`src/rtl/digit_recog_pkg.sv`:
```
// Shared types, phase codes and the crossing-feature decode table for the digit recogniser.
package digit_recog_pkg;

   typedef enum logic [2:0] {
      IDLE   = 3'd0,
      ARM    = 3'd1,
      PRIME  = 3'd2,
      SCAN   = 3'd3,
      COUNT  = 3'd4,
      DECODE = 3'd5,
      DONE   = 3'd6
   } state_t;

   localparam logic [2:0] FRAME_IDLE  = 3'd0;
   localparam logic [2:0] FRAME_PRIME = 3'd1;
   localparam logic [2:0] FRAME_SCAN  = 3'd2;
   localparam logic [2:0] FRAME_COUNT = 3'd3;

   localparam logic [3:0] DIGIT_NONE = 4'hF;

   // First match wins; the half-side flags only separate the y3/x1=1/x2=1 family.
   function automatic logic [3:0] decode_digit(input logic [3:0] y,
                                               input logic [3:0] x1,
                                               input logic [3:0] x2,
                                               input logic       x1_l,
                                               input logic       x1_r,
                                               input logic       x2_l,
                                               input logic       x2_r);
      logic [3:0] d;
      d = DIGIT_NONE;
      if      (y == 4'd2 && x1 == 4'd2 && x2 == 4'd2)                 d = 4'd0;
      else if (y == 4'd1 && x1 == 4'd1 && x2 == 4'd1)                 d = 4'd1;
      else if (y == 4'd3 && x1 == 4'd1 && x2 == 4'd1 && x1_r && x2_l) d = 4'd2;
      else if (y == 4'd3 && x1 == 4'd1 && x2 == 4'd1 && x1_r && x2_r) d = 4'd3;
      else if (y == 4'd2 && x1 == 4'd2 && x2 == 4'd1)                 d = 4'd4;
      else if (y == 4'd3 && x1 == 4'd1 && x2 == 4'd1 && x1_l && x2_r) d = 4'd5;
      else if (y == 4'd3 && x1 == 4'd1 && x2 == 4'd2)                 d = 4'd6;
      else if (y == 4'd2 && x1 == 4'd1 && x2 == 4'd1)                 d = 4'd7;
      else if (y == 4'd3 && x1 == 4'd2 && x2 == 4'd2)                 d = 4'd8;
      else if (y == 4'd3 && x1 == 4'd2 && x2 == 4'd1)                 d = 4'd9;
      return d;
   endfunction

endpackage

```
`src/rtl/vsync_edge_det.sv`:
```
// Registers a frame sync and flags its falling/rising edges against the previous sample.
module vsync_edge_det (
   input  logic i_clk,
   input  logic i_rst,
   input  logic i_vsync,
   output logic o_fall,
   output logic o_rise
);

   logic r_vsync_q;

   always_ff @(posedge i_clk or posedge i_rst) begin
      if (i_rst) begin
         r_vsync_q <= 1'b0;
      end else begin
         r_vsync_q <= i_vsync;
      end
   end

   assign o_fall = !i_vsync &&  r_vsync_q;
   assign o_rise =  i_vsync && !r_vsync_q;

endmodule

```
`src/rtl/digit_recog_sequencer.sv`:
```
// Frame-level controller: latches the box, steps frame_cnt over three frames, then decodes
// the recogniser's crossing features into a digit.
module digit_recog_sequencer #(
   parameter logic [11:0] MIN_W        = 12'd8,
   parameter logic [11:0] MIN_H        = 12'd12,
   parameter logic [31:0] TIMEOUT_CLKS = 32'd2000000,
   parameter logic        AUTO_RESTART = 1'b0
) (
   input  logic        pixel_clk,
   input  logic        reset,
   input  logic        start,
   input  logic        i_vsync,
   input  logic        bbox_valid,
   input  logic [11:0] hcount_l,
   input  logic [11:0] hcount_r,
   input  logic [11:0] vcount_l,
   input  logic [11:0] vcount_r,
   input  logic [3:0]  x1,
   input  logic [3:0]  x2,
   input  logic [3:0]  y,
   input  logic        x1_l,
   input  logic        x1_r,
   input  logic        x2_l,
   input  logic        x2_r,
   output logic [2:0]  frame_cnt,
   output logic [11:0] box_hl,
   output logic [11:0] box_hr,
   output logic [11:0] box_vl,
   output logic [11:0] box_vr,
   output logic        busy,
   output logic [3:0]  digit,
   output logic        digit_valid,
   output logic        digit_err
);

   import digit_recog_pkg::*;

   state_t      r_state, w_state_d;
   logic [2:0]  r_frame_cnt, w_frame_cnt_d;
   logic [11:0] r_box_hl, r_box_hr, r_box_vl, r_box_vr;
   logic        r_busy, w_busy_d;
   logic [3:0]  r_digit, w_digit_d;
   logic        r_digit_valid, w_digit_valid_d;
   logic        r_digit_err, w_digit_err_d;
   logic [31:0] r_wdog;

   logic        w_vs_fall;
   logic        w_unused_vs_rise;
   logic        w_box_ok;
   logic        w_box_load;
   logic        w_in_run;
   logic        w_timeout;
   logic [3:0]  w_digit_dec;

   vsync_edge_det u_vsync_edge_det (
      .i_clk   (pixel_clk),
      .i_rst   (reset),
      .i_vsync (i_vsync),
      .o_fall  (w_vs_fall),
      .o_rise  (w_unused_vs_rise)
   );

   // Reversed edges are rejected rather than letting the subtraction wrap into a huge size.
   assign w_box_ok = bbox_valid
                     && (hcount_r >= hcount_l) && ((hcount_r - hcount_l) >= MIN_W)
                     && (vcount_r >= vcount_l) && ((vcount_r - vcount_l) >= MIN_H);

   assign w_in_run    = (r_state == ARM) || (r_state == PRIME) ||
                        (r_state == SCAN) || (r_state == COUNT);
   assign w_timeout   = w_in_run && !w_vs_fall && (r_wdog >= TIMEOUT_CLKS);
   assign w_digit_dec = decode_digit(y, x1, x2, x1_l, x1_r, x2_l, x2_r);

   always_comb begin
      w_state_d       = r_state;
      w_box_load      = 1'b0;
      w_digit_d       = r_digit;
      w_digit_err_d   = r_digit_err;
      w_digit_valid_d = 1'b0;

      case (r_state)
         IDLE: begin
            if (start) begin
               if (w_box_ok) begin
                  w_box_load    = 1'b1;
                  w_digit_d     = DIGIT_NONE;
                  w_digit_err_d = 1'b0;
                  w_state_d     = ARM;
               end else begin
                  w_digit_d       = DIGIT_NONE;
                  w_digit_err_d   = 1'b1;
                  w_digit_valid_d = 1'b1;
               end
            end
         end
         ARM: begin
            if (w_vs_fall) w_state_d = PRIME;
         end
         PRIME: begin
            if (w_vs_fall) w_state_d = SCAN;
         end
         SCAN: begin
            if (w_vs_fall) w_state_d = COUNT;
         end
         COUNT: begin
            if (w_vs_fall) w_state_d = DECODE;
         end
         DECODE: begin
            w_digit_d       = w_digit_dec;
            w_digit_err_d   = (w_digit_dec == DIGIT_NONE);
            w_digit_valid_d = 1'b1;
            w_state_d       = DONE;
         end
         DONE: begin
            if (AUTO_RESTART && w_box_ok) begin
               w_box_load    = 1'b1;
               w_digit_d     = DIGIT_NONE;
               w_digit_err_d = 1'b0;
               w_state_d     = ARM;
            end else begin
               w_state_d = IDLE;
            end
         end
         default: w_state_d = IDLE;
      endcase

      if (w_timeout) begin
         w_digit_d       = DIGIT_NONE;
         w_digit_err_d   = 1'b1;
         w_digit_valid_d = 1'b1;
         w_state_d       = DONE;
      end
   end

   always_comb begin
      w_frame_cnt_d = FRAME_IDLE;
      case (w_state_d)
         PRIME:   w_frame_cnt_d = FRAME_PRIME;
         SCAN:    w_frame_cnt_d = FRAME_SCAN;
         COUNT:   w_frame_cnt_d = FRAME_COUNT;
         default: w_frame_cnt_d = FRAME_IDLE;
      endcase
      w_busy_d = (w_state_d == ARM) || (w_state_d == PRIME) || (w_state_d == SCAN) ||
                 (w_state_d == COUNT) || (w_state_d == DECODE);
   end

   always_ff @(posedge pixel_clk or posedge reset) begin
      if (reset) begin
         r_state       <= IDLE;
         r_frame_cnt   <= FRAME_IDLE;
         r_busy        <= 1'b0;
         r_digit       <= DIGIT_NONE;
         r_digit_valid <= 1'b0;
         r_digit_err   <= 1'b0;
      end else begin
         r_state       <= w_state_d;
         r_frame_cnt   <= w_frame_cnt_d;
         r_busy        <= w_busy_d;
         r_digit       <= w_digit_d;
         r_digit_valid <= w_digit_valid_d;
         r_digit_err   <= w_digit_err_d;
      end
   end

   always_ff @(posedge pixel_clk or posedge reset) begin
      if (reset) begin
         r_box_hl <= 12'd0;
         r_box_hr <= 12'd0;
         r_box_vl <= 12'd0;
         r_box_vr <= 12'd0;
      end else if (w_box_load) begin
         r_box_hl <= hcount_l;
         r_box_hr <= hcount_r;
         r_box_vl <= vcount_l;
         r_box_vr <= vcount_r;
      end
   end

   always_ff @(posedge pixel_clk or posedge reset) begin
      if (reset) begin
         r_wdog <= 32'd0;
      end else if (!w_in_run || w_vs_fall) begin
         r_wdog <= 32'd0;
      end else begin
         r_wdog <= r_wdog + 32'd1;
      end
   end

   assign frame_cnt   = r_frame_cnt;
   assign box_hl      = r_box_hl;
   assign box_hr      = r_box_hr;
   assign box_vl      = r_box_vl;
   assign box_vr      = r_box_vr;
   assign busy        = r_busy;
   assign digit       = r_digit;
   assign digit_valid = r_digit_valid;
   assign digit_err   = r_digit_err;

endmodule

```
`config.mk`:
```
export PLATFORM = sky130hd
export DESIGN_NAME = digit_recog_sequencer
export DESIGN_NICKNAME = d
export VERILOG_FILES = /design/src/rtl/digit_recog_pkg.sv /design/src/rtl/vsync_edge_det.sv /design/src/rtl/digit_recog_sequencer.sv
export SDC_FILE = /design/constraint.sdc
export NUM_CORES = 1
export LEC_CHECK = 0
export BUFFER_PORTS_ARGS = -buffer_cell sky130_fd_sc_hd__buf_2
export CAP_MARGIN = 20
export CORE_MARGIN = 5
export CORE_UTILIZATION = 58
export DETAILED_ROUTE_END_ITERATION = 12
export PLACE_DENSITY = 0.85
export SYNTH_ARGS = -nofsm -noshare
export SYNTH_HDL_FRONTEND = slang
export SYNTH_SLANG_ARGS = --single-unit
```
`constraint.sdc`:
```
create_clock -name pixel_clk -period 5.4 [get_ports pixel_clk]
set_input_delay 0.54 -clock pixel_clk [delete_from_list [all_inputs] [get_ports pixel_clk]]
set_output_delay 0.54 -clock pixel_clk [all_outputs]
set_load 0.01 [all_outputs]
```
# After elaboration in Yosys (flattened, before gate mapping)
# Cells that the tools add are included.
word_totals:
  reg_bits: 94
  input_bits: 69
  out_inout_bits: 58
classes:
  addsub: 3
  order_cmp: 5
  n_eq_ne: 19
  mux: 33
  n_reduce_logical: 39
ops:
  columns: ["op", "count"]
  rows:
  - ["$mux W4", 10]
  - ["$add A32 B1 Y32 const B", 1]
  - ["$ge A32 B21 Y1 const B", 1]
  - ["$mux W32", 1]
  - ["$mux W3", 9]
  - ["$logic_and A1 B1 Y1", 25]
  - ["$ge A12 B12 Y1", 2]
  - ["$ge A12 B4 Y1 const B", 2]
  - ["$sub A12 B12 Y12", 2]
  - ["$pmux W3 S6", 1]
  - ["$eq A4 B2 Y1 const B", 4]
  - ["$eq A3 B2 Y1 const B", 4]
  - ["$eq A3 B3 Y1 const B", 4]
  - ["$eq A4 B1 Y1 const B", 3]
  - ["$logic_or A1 B1 Y1", 8]
  - ["$mux W1", 8]
  - ["$pmux W4 S2", 1]
  - ["$eq A3 B1 Y1 const B", 2]
  - ["$pmux W2 S3", 1]
  - ["$eq A4 B4 Y1 const B", 1]
  - ["$pmux W1 S2", 2]
  - ["$logic_not A1 Y1", 3]
  - ["$logic_not A3 Y1", 1]
  - ["$ne A3 B3 Y1 const B", 1]
  - ["2 further kinds", 2]

# Longest topological paths before layout
# Gate-level depths: netlist of run 1.
logic_depth:
  ltp_word: 16
  depth_mapped: 11
  depth_no_buf: 9

# Hierarchy
# Synthesis of run 1 repeated with hierarchy kept, for this count alone.
unflattened:
  cells_unflattened: 522
  hier_area_um2: 5462.7
modules_own_cells:
  columns: ["module", "instances", "cells_per_inst", "area_each_um2", "seq_area_each_um2"]
  rows:
  - ["digit_recog_sequencer", 1, 518, 5418.9, 2307.2]
  - ["vsync_edge_det", 1, 4, 43.8, 25.0]

# Worst setup path after synthesis of run 1
# Ideal clock, no wire load.
synth_path:
  path_type: "in2reg"
  start: "in vcount_l[4]"
  end: "reg r_box_hl[0], in the netlist box_hl[0]"
  setup_time_ps: 125
  arrival_ps: 3033
  required_time_ps: 5275
  path_slack_ps: 2243
  stages: 10
  n_path_buf: 1
  cell_sequence: "inv_1 ha_1 and4_2 o21ai_2 a31oi_1 or4_2 a2111o_1 o2111ai_4 buf_6 mux2_2"
synth_via:
  elab_chain_len: 6
synth_rtl:
  columns: ["element", "line", "source"]
  rows:
  - ["from (decl)", "digit_recog_sequencer.sv:16", "input logic [11:0] vcount_l,"]
  - ["$sub A12 B12 Y12 / $ge A12 B12 Y1 (equally long branches)", "digit_recog_sequencer.sv:66", "&& (vcount_r >= vcount_l) && ((vcount_r - vcount_l) >= MIN_H);"]
  - ["$ge A12 B4 Y1 / $logic_and A1 B1 Y1 (equally long branches)", "digit_recog_sequencer.sv:66", null]
  - ["$logic_and A1 B1 Y1 (*)", "digit_recog_sequencer.sv:66", null]
  - ["$mux W1 (*)", "digit_recog_sequencer.sv:83", "if (w_box_ok) begin"]
  - ["$mux W1 (*)", "digit_recog_sequencer.sv:82", "if (start) begin"]
  - ["$mux W1 (*)", "digit_recog_sequencer.sv:80", "case (r_state)"]
  - ["to (signal assigned)", "digit_recog_sequencer.sv:171", "r_box_hl <= hcount_l;"]
  - ["to (decl)", "digit_recog_sequencer.sv:40", "logic [11:0] r_box_hl, r_box_hr, r_box_vl, r_box_vr;"]
# Mark *: on every way between the ends. The rest lies on a longest branch, timed or not.
# A chain may end at the register's enable or synchronous reset.

# Worst setup path in the final report of run 1
layout_path:
  start: "in vcount_l[4]"
  end: "reg r_box_vl[1], in the netlist box_vl[1]"
layout_via:
  elab_chain_len: 6
layout_rtl:
  columns: ["element", "line", "source"]
  rows:
  - ["$sub A12 B12 Y12 / $ge A12 B12 Y1 (equally long branches)", "digit_recog_sequencer.sv:66", null]
  - ["$ge A12 B4 Y1 / $logic_and A1 B1 Y1 (equally long branches)", "digit_recog_sequencer.sv:66", null]
  - ["$logic_and A1 B1 Y1 (*)", "digit_recog_sequencer.sv:66", null]
  - ["$mux W1 (*)", "digit_recog_sequencer.sv:83", null]
  - ["$mux W1 (*)", "digit_recog_sequencer.sv:82", null]
  - ["$mux W1 (*)", "digit_recog_sequencer.sv:80", null]
  - ["to (signal assigned)", "digit_recog_sequencer.sv:173", "r_box_vl <= vcount_l;"]
  - ["to (decl)", "digit_recog_sequencer.sv:40", null]
# Marks and branches as above.

==> results by group, run 1 <==
Timing
  • Clock Skew: 13.4 ps
  • Setup ws final: 1850 ps
  • Final Hold Fails: 0
  • Slew at the pin closest to its max-slew limit: 1080 ps
  • Smallest hold slack: 71.0 ps
  • RSZ-0062 raised after global routing: false
  • Slew Viols, Final: 0
  • Final period util: 65.8%
  • Worst rel slew slack: 26.9%
  • Fmax: 0.282 GHz
  • Setup_tns: 0 ps
  • Setup-failing EPs final: 0
  • Crit path time final: 3550 ps

Finish
  • Layout net count: 738
  • Layout cells sized above 1: 31.5%
  • FILL cells: 667
  • Ant diodes: 0
  • Commonest non-fill, non-tap cells in the layout: 125 x buf_2, 89 x dfrtp_1, 54 x nor2_1
  • Most common cell after layout, fill and taps aside: buf_2
  • Area grow syn2layout: 17.3%

Die
  • Die area: 0.0112 sq mm
  • Initial Util: 58.6%
  • # IOs: 127
  • Total core area: 0.00906 sq mm
  • Row count: 35
  • Height of the die: 106 um
  • Die W: 106 um

Critical path
  • CP endpoint kind: flop
  • Crit. Startpoint: vcount_l[4]
  • Worst R2R Path Depth: 8
  • CP max-delay cell: or4_2
  • CP peak stage delay: 630 ps
  • R2r endpoint: digit_err$_DFFE_PP0P_
  • Data arrival time of the worst path: 3800 ps
  • Worst r2r src: r_state[0]$_DFF_PP0_
  • Reg2reg setup slack: 2430 ps
  • Crit-path cells: buf_2 > inv_1 > ha_1 > and4_2 > o21ai_2 > a31oi_1 > or4_2 > a2111o_1 > o2111ai_4 > buf_4 > mux2_2
  • Critical Path RT: 5650 ps
  • Crit Path Class: input port to flop
  • Worst Setup Start Kind: input port
  • Max Fanout on Critical Path: 44

Routing
  • Drt total wl: 11900 um
  • Initial DRC Count: 252
  • Number of remaining DRC errors: 0
  • Drt pass-1 iters: 5
  • Routed wire per std cell: 15.7 um
  • Number of vias per cell: 5.78
  • Antenna Nets Post-Route: 0
  • Vias: 4390

Global routing
  • Largest net degree at the start of global routing: 83
  • Remaining Overflow, GRT: 0
  • Vias in the first global route: 4392
  • Initial antenna violation count: 0
  • First-pass GRT wire length: 19700 um
  • GRT Util Overall: 21.4%

Placement
  • Port-buffer cells: 125
  • Final HPWL DP: 9020 um
  • Worst slack, placed: 1500 ps
  • Final RePlAce weighted congestion: 0.838

Clock tree
  • Hold Buf Count CTS: 0
  • Bufs on Longest Clock Path: 2
  • Root Driver: clkbuf_8
  • CTS buffer count: 9
  • Worst skew pair latency: 370 ps
  • Post_cts resized: 0
  • CTS tree: yes
  • H-tree Lvls: 3
  • Sinks on the clock net: 93
  • Worst-path clk slew: 90 ps
  • Post-CTS Setup Bufs: 0

Synthesis
  • Yosys warns: 0
  • Syn_nets: 613
  • Post-synth EDFFs: 0
  • Top FF cell, synth: dfrtp_1
  • Yosys cell types: 68
  • Syn avg cell area: 10.3 sq um
  • #FFs+latches synth: 93
  • Sequential area share after synthesis: 43.9%
  • Async SR Flop Fraction: 100%
  • Post-Synthesis Cell Area: 0.00531 sq mm
  • Syn Inst Count: 518

Min path
  • Hold Crit Class: input port to asynchronous set/reset pin

Run status
  • Status: complete, no violations

Power and ir drop
  • Pwr/cell area: 346 mW/mm^2
  • LEAKAGE: 3.12 nW
  • Design Power: 2.16 mW
  • Peak VDD IR: 0.000137 V

Run
  • Max cap viols: 0
logic make-up (layout without fill, tap and decap cells):
group           Yosys count  count (layout)  synth area share [%]
compound gates           93              93                  12.0
other cells               1               1                0.0706
xor+xnor                 35              35                  5.77
flops                    93              93                  43.9
simple gates            165             165                  16.3
fa+ha+maj                26              26                  6.12
mux                      52              52                  11.0
buf+inv                  53             183                  4.80
power by group:
group          leakage (nW)  total [mW]  switching [mW]  internal, mW
Clock                0.0878       0.474           0.247         0.227
Sequential             1.22       0.963           0.101         0.862
Combinational          1.81       0.719           0.381         0.338
Total                  3.12        2.16           0.730          1.43
per-stage QoR:
stage / instances / cell area, sq um / utilization, %
3_5_place_dp: 741 / 5980 / 66.0
5_1_grt: 759 / 6230 / 68.7
4_1_cts: 757 / 6180 / 68.2
2_1_floorplan: 518 / 5310 / -
3_3_place_gp: 741 / 5980 / 66.0
6_report: 759 / 6230 / 68.7
critical path: cells and delay by family:
| family | cells | cell delay (ps) |
|---|---|---|
| adder cells (fa/ha/maj) | 1 | 370 |
| multiplexers | 1 | 400 |
| AO/OA/AOI/OAI | 4 | 870 |
| buffers and inverters | 3 | 670 |
| AND/OR/NAND/NOR | 2 | 920 |
worst max-delay path by stage:
stage / to / slack (ps) / cells past startpoint
6_report: box_vl[1]$_DFFE_PP0P_ / 1850 / 11
5_1_grt: box_hr[2]$_DFFE_PP0P_ / 1740 / 11
4_1_cts: box_vr[6]$_DFFE_PP0P_ / 1860 / 11
3_5_place_dp: box_vr[6]$_DFFE_PP0P_ / 1500 / 11
3_3_place_gp: box_hl[4]$_DFFE_PP0P_ / 1620 / 11
2_1_floorplan: box_hl[0]$_DFFE_PP0P_ / 2240 / 10
layer usage:
layer / share of wire, % / up-vias / track usage (%)
li1: - / 2107 / -
met2: 50 / 133 / 37.2
met4: 3.4 / 0 / 10.3
met5: 0 / - / 0
met1: 42 / 2107 / 25.7
met3: 4.9 / 43 / 3.80
cells in the mapped netlist (3+ instances only):
| library cell | n | share of area [%] |
|---|---|---|
| a21o_1 | 3 | 0.42 |
| a21oi_1 | 19 | 1.8 |
| a31oi_1 | 8 | 0.94 |
| and2_1 | 4 | 0.47 |
| and3_1 | 10 | 1.2 |
| and4_1 | 5 | 0.82 |
| buf_6 | 3 | 0.64 |
| clkbuf_1 | 7 | 0.49 |
| dfrtp_1 | 89 | 42 |
| dfstp_2 | 4 | 2.0 |
| ha_1 | 26 | 6.1 |
| inv_1 | 38 | 2.7 |
| mux2_1 | 7 | 1.5 |
| mux2_2 | 42 | 8.9 |
| mux2i_1 | 3 | 0.57 |
| nand2_1 | 22 | 1.6 |
| nand3_1 | 16 | 1.5 |
| nand3b_1 | 3 | 0.42 |
| nand4_1 | 7 | 0.82 |
| nor2_1 | 54 | 3.8 |
| nor2b_1 | 5 | 0.59 |
| nor3_1 | 10 | 0.94 |
| nor4_1 | 6 | 0.71 |
| nor4b_1 | 5 | 0.82 |
| o211ai_1 | 6 | 0.85 |
| o21a_1 | 3 | 0.42 |
| o21ai_0 | 21 | 2.0 |
| o21bai_1 | 3 | 0.42 |
| o22ai_1 | 3 | 0.35 |
| or3_1 | 5 | 0.59 |
| xnor2_1 | 13 | 2.1 |
| xor2_1 | 22 | 3.6 |
area by class of cell:
class / instances / area (sq um) / share of cell area [%]
clock inverters: 5 / 60.1 / 0.964
multi-input cells: 372 / 2730 / 43.7
repair buffers: 129 / 688 / 11.0
clock buffers: 11 / 141 / 2.27
inverters: 38 / 144 / 2.31
flip-flops and latches: 93 / 2330 / 37.4
well taps: 111 / 139 / 2.23
flip-flops by register name, indices dropped and copies added (netlist names):
name,count
r_wdog,32
box_hl,12
box_hr,12
box_vl,12
box_vr,12
digit,4
r_state,3
frame_cnt,2
busy,1
digit_err,1
digit_valid,1
u_vsync_edge_det.r_vsync_q,1
Power figures use the tool's default switching activity.
==> run 2: changes to the inputs <==
--- a/config.mk
+++ b/config.mk
@@ -8,9 +8,9 @@
 export BUFFER_PORTS_ARGS = -buffer_cell sky130_fd_sc_hd__buf_2
 export CAP_MARGIN = 20
 export CORE_MARGIN = 5
-export CORE_UTILIZATION = 58
+export CORE_UTILIZATION = 54
 export DETAILED_ROUTE_END_ITERATION = 12
-export PLACE_DENSITY = 0.85
+export PLACE_DENSITY = 0.8
 export SYNTH_ARGS = -nofsm -noshare
 export SYNTH_HDL_FRONTEND = slang
 export SYNTH_SLANG_ARGS = --single-unit
==> constraint.sdc (replaced) <==
create_clock -name pixel_clk -period 3.7 [get_ports pixel_clk]
set_input_delay 0.37 -clock pixel_clk [delete_from_list [all_inputs] [get_ports pixel_clk]]
set_output_delay 0.37 -clock pixel_clk [all_outputs]
set_load 0.01 [all_outputs]
==> run 2 against run 1 <==
Flip-flop and latch count is the same. Critical path type unchanged. Largest power group unchanged. Count of clock-buffer cells in the layout rose by 1. Wire length increased by 1.3%. Highest routed layer unchanged. Hold slack got worse by 36 ps.
==> results by group, run 2 (synthesis gave the netlist of run 1 again) <==
Placement
  • Port-buffer cells: 125
  • Final HPWL DP: 9210 um
  • Worst slack, placed: 114 ps
  • Final RePlAce weighted congestion: 0.896
  • Placed insts: 768
  • Placed Area: 0.00606 sq mm

Clock tree
  • H-tree Lvls: 3
  • CTS buffer count: 9
  • Post-CTS Setup Bufs: 0
  • Sinks on the clock net: 93
  • Root Driver: clkbuf_8
  • Worst skew pair latency: 370 ps
  • Post_cts resized: 0
  • Hold Buf Count CTS: 0
  • Worst-path clk slew: 90 ps
  • CTS tree: yes
  • Bufs on Longest Clock Path: 2

Global routing
  • GRT Util Overall: 21.0%
  • First-pass GRT wire length: 20000 um
  • Initial antenna violation count: 0
  • Largest net degree at the start of global routing: 36
  • Remaining Overflow, GRT: 0
  • Vias in the first global route: 4227

Timing
  • Slew at the pin closest to its max-slew limit: 860 ps
  • Fmax: 0.315 GHz
  • Crit path time final: 3170 ps
  • Setup-failing EPs final: 0
  • Clock Skew: 7.68 ps
  • Setup ws final: 529 ps
  • Smallest hold slack: 34.6 ps
  • RSZ-0062 raised after global routing: false
  • Worst rel slew slack: 42.2%
  • Setup_tns: 0 ps
  • Final period util: 85.7%
  • Final Hold Fails: 0
  • Slew Viols, Final: 0

Critical path
  • Data arrival time of the worst path: 3430 ps
  • Critical Path RT: 3960 ps
  • Crit-path cells: buf_2 > inv_1 > ha_1 > o21a_1 > or3_1 > a21boi_0 > mux2i_1 > or4b_4 > o2111ai_4 > buf_4 > mux2_2
  • CP endpoint kind: flop
  • Crit Path Class: input port to flop
  • Max Fanout on Critical Path: 14
  • CP max-delay cell: or4b_4
  • Worst Setup Start Kind: input port
  • CP peak stage delay: 560 ps

Finish
  • Ant diodes: 0
  • Max reg flops: 32
  • FILL cells: 774
  • Area grow syn2layout: 18.6%
  • Finished Core Util: 65.0%
  • Fin cells: 784
  • Commonest non-fill, non-tap cells in the layout: 125 x buf_2, 89 x dfrtp_1, 54 x nor2_1
  • Footprint of the multi-input gates: 0.00273 sq mm
  • Top reg by flops: r_wdog
  • Fin area: 0.00630 sq mm
  • Seq. cell area: 0.00233 sq mm
  • Layout cells sized above 1: 31.6%
  • Most common cell after layout, fill and taps aside: buf_2
  • Layout net count: 741

Power and ir drop
  • Net load switching power: 1.06 mW
  • Pwr/cell area: 515 mW/mm^2
  • Net Sw Frac: 32.5%
  • Sequential power share: 43.3%
  • Peak VDD IR: 0.000241 V
  • Gate power share: 31.3%
  • LEAKAGE: 3.16 nW
  • Clock Power Share: 25.4%
  • Pint: 2.19 mW
  • Design Power: 3.25 mW

Routing
  • Drt pass-1 iters: 4
  • Initial DRC Count: 262
  • Number of vias per cell: 5.59
  • Antenna Nets Post-Route: 0
  • Number of remaining DRC errors: 0
  • Routed wire per std cell: 15.4 um
  • Vias: 4382
  • Drt total wl: 12100 um

Die
  • Die area: 0.0119 sq mm
  • Initial Util: 54.9%
  • Total core area: 0.00968 sq mm
  • Die W: 109 um
  • # IOs: 127
  • Row count: 36
  • Height of the die: 109 um

Run
  • Max cap viols: 0

Min path
  • Hold Crit Class: input port to asynchronous set/reset pin

Run status
  • Status: complete, no violations
run 2: routing by layer:
metal	global-route usage [%]	wire length [um]
met1	27.0	5010
met2	35.8	6170
met3	2.78	655
met4	8.64	268
met5	0	0
run 2: power groups by stage:
stage | logic (mW) | clock network [mW] | registers, mW
after CTS | 1.03 | 0.838 | 1.41
after floorplan | 0.532 | 0 | 1.50
after global placement | 0.994 | 0 | 1.41
after global routing | 1.12 | 0.876 | 1.44
after detailed placement | 1.02 | 0 | 1.43
final | 1.01 | 0.824 | 1.41
run 2: path summary, 6_finish.rpt:
path                                           start                              endpoint  slack [ps]  depth (start not counted)
worst min register to register   r_wdog[0]$_DFF_PP0_                   r_wdog[0]$_DFF_PP0_         500                          1
worst max register to register  r_state[0]$_DFF_PP0_                 digit_err$_DFFE_PP0P_        1320                          9
max in group asynchronous                      reset                 box_vl[5]$_DFFE_PP0P_        2840                          3
worst min-delay path                           reset                   r_wdog[1]$_DFF_PP0_          30                          2
min in group pixel_clk                       i_vsync  u_vsync_edge_det.r_vsync_q$_DFF_PP0_         110                          1
worst max-delay path                     hcount_l[8]                 box_vr[5]$_DFFE_PP0P_         530                         11
run 2: critical path, delay by kind of cell:
kind / cells / cell delay (ps)
compound gates: 3 / 930
simple gates: 2 / 870
mux: 2 / 470
buf+inv: 3 / 450
fa+ha+maj: 1 / 340
run 2: final cells by class:
| type | instances | share of cell area, % |
|---|---|---|
| flip-flops and latches | 93 | 37.0 |
| clock buffers | 12 | 2.30 |
| multi-input cells | 372 | 43.3 |
| inverters | 38 | 2.28 |
| repair buffers | 132 | 11.0 |
| well taps | 133 | 2.64 |
| clock inverters | 4 | 1.51 |
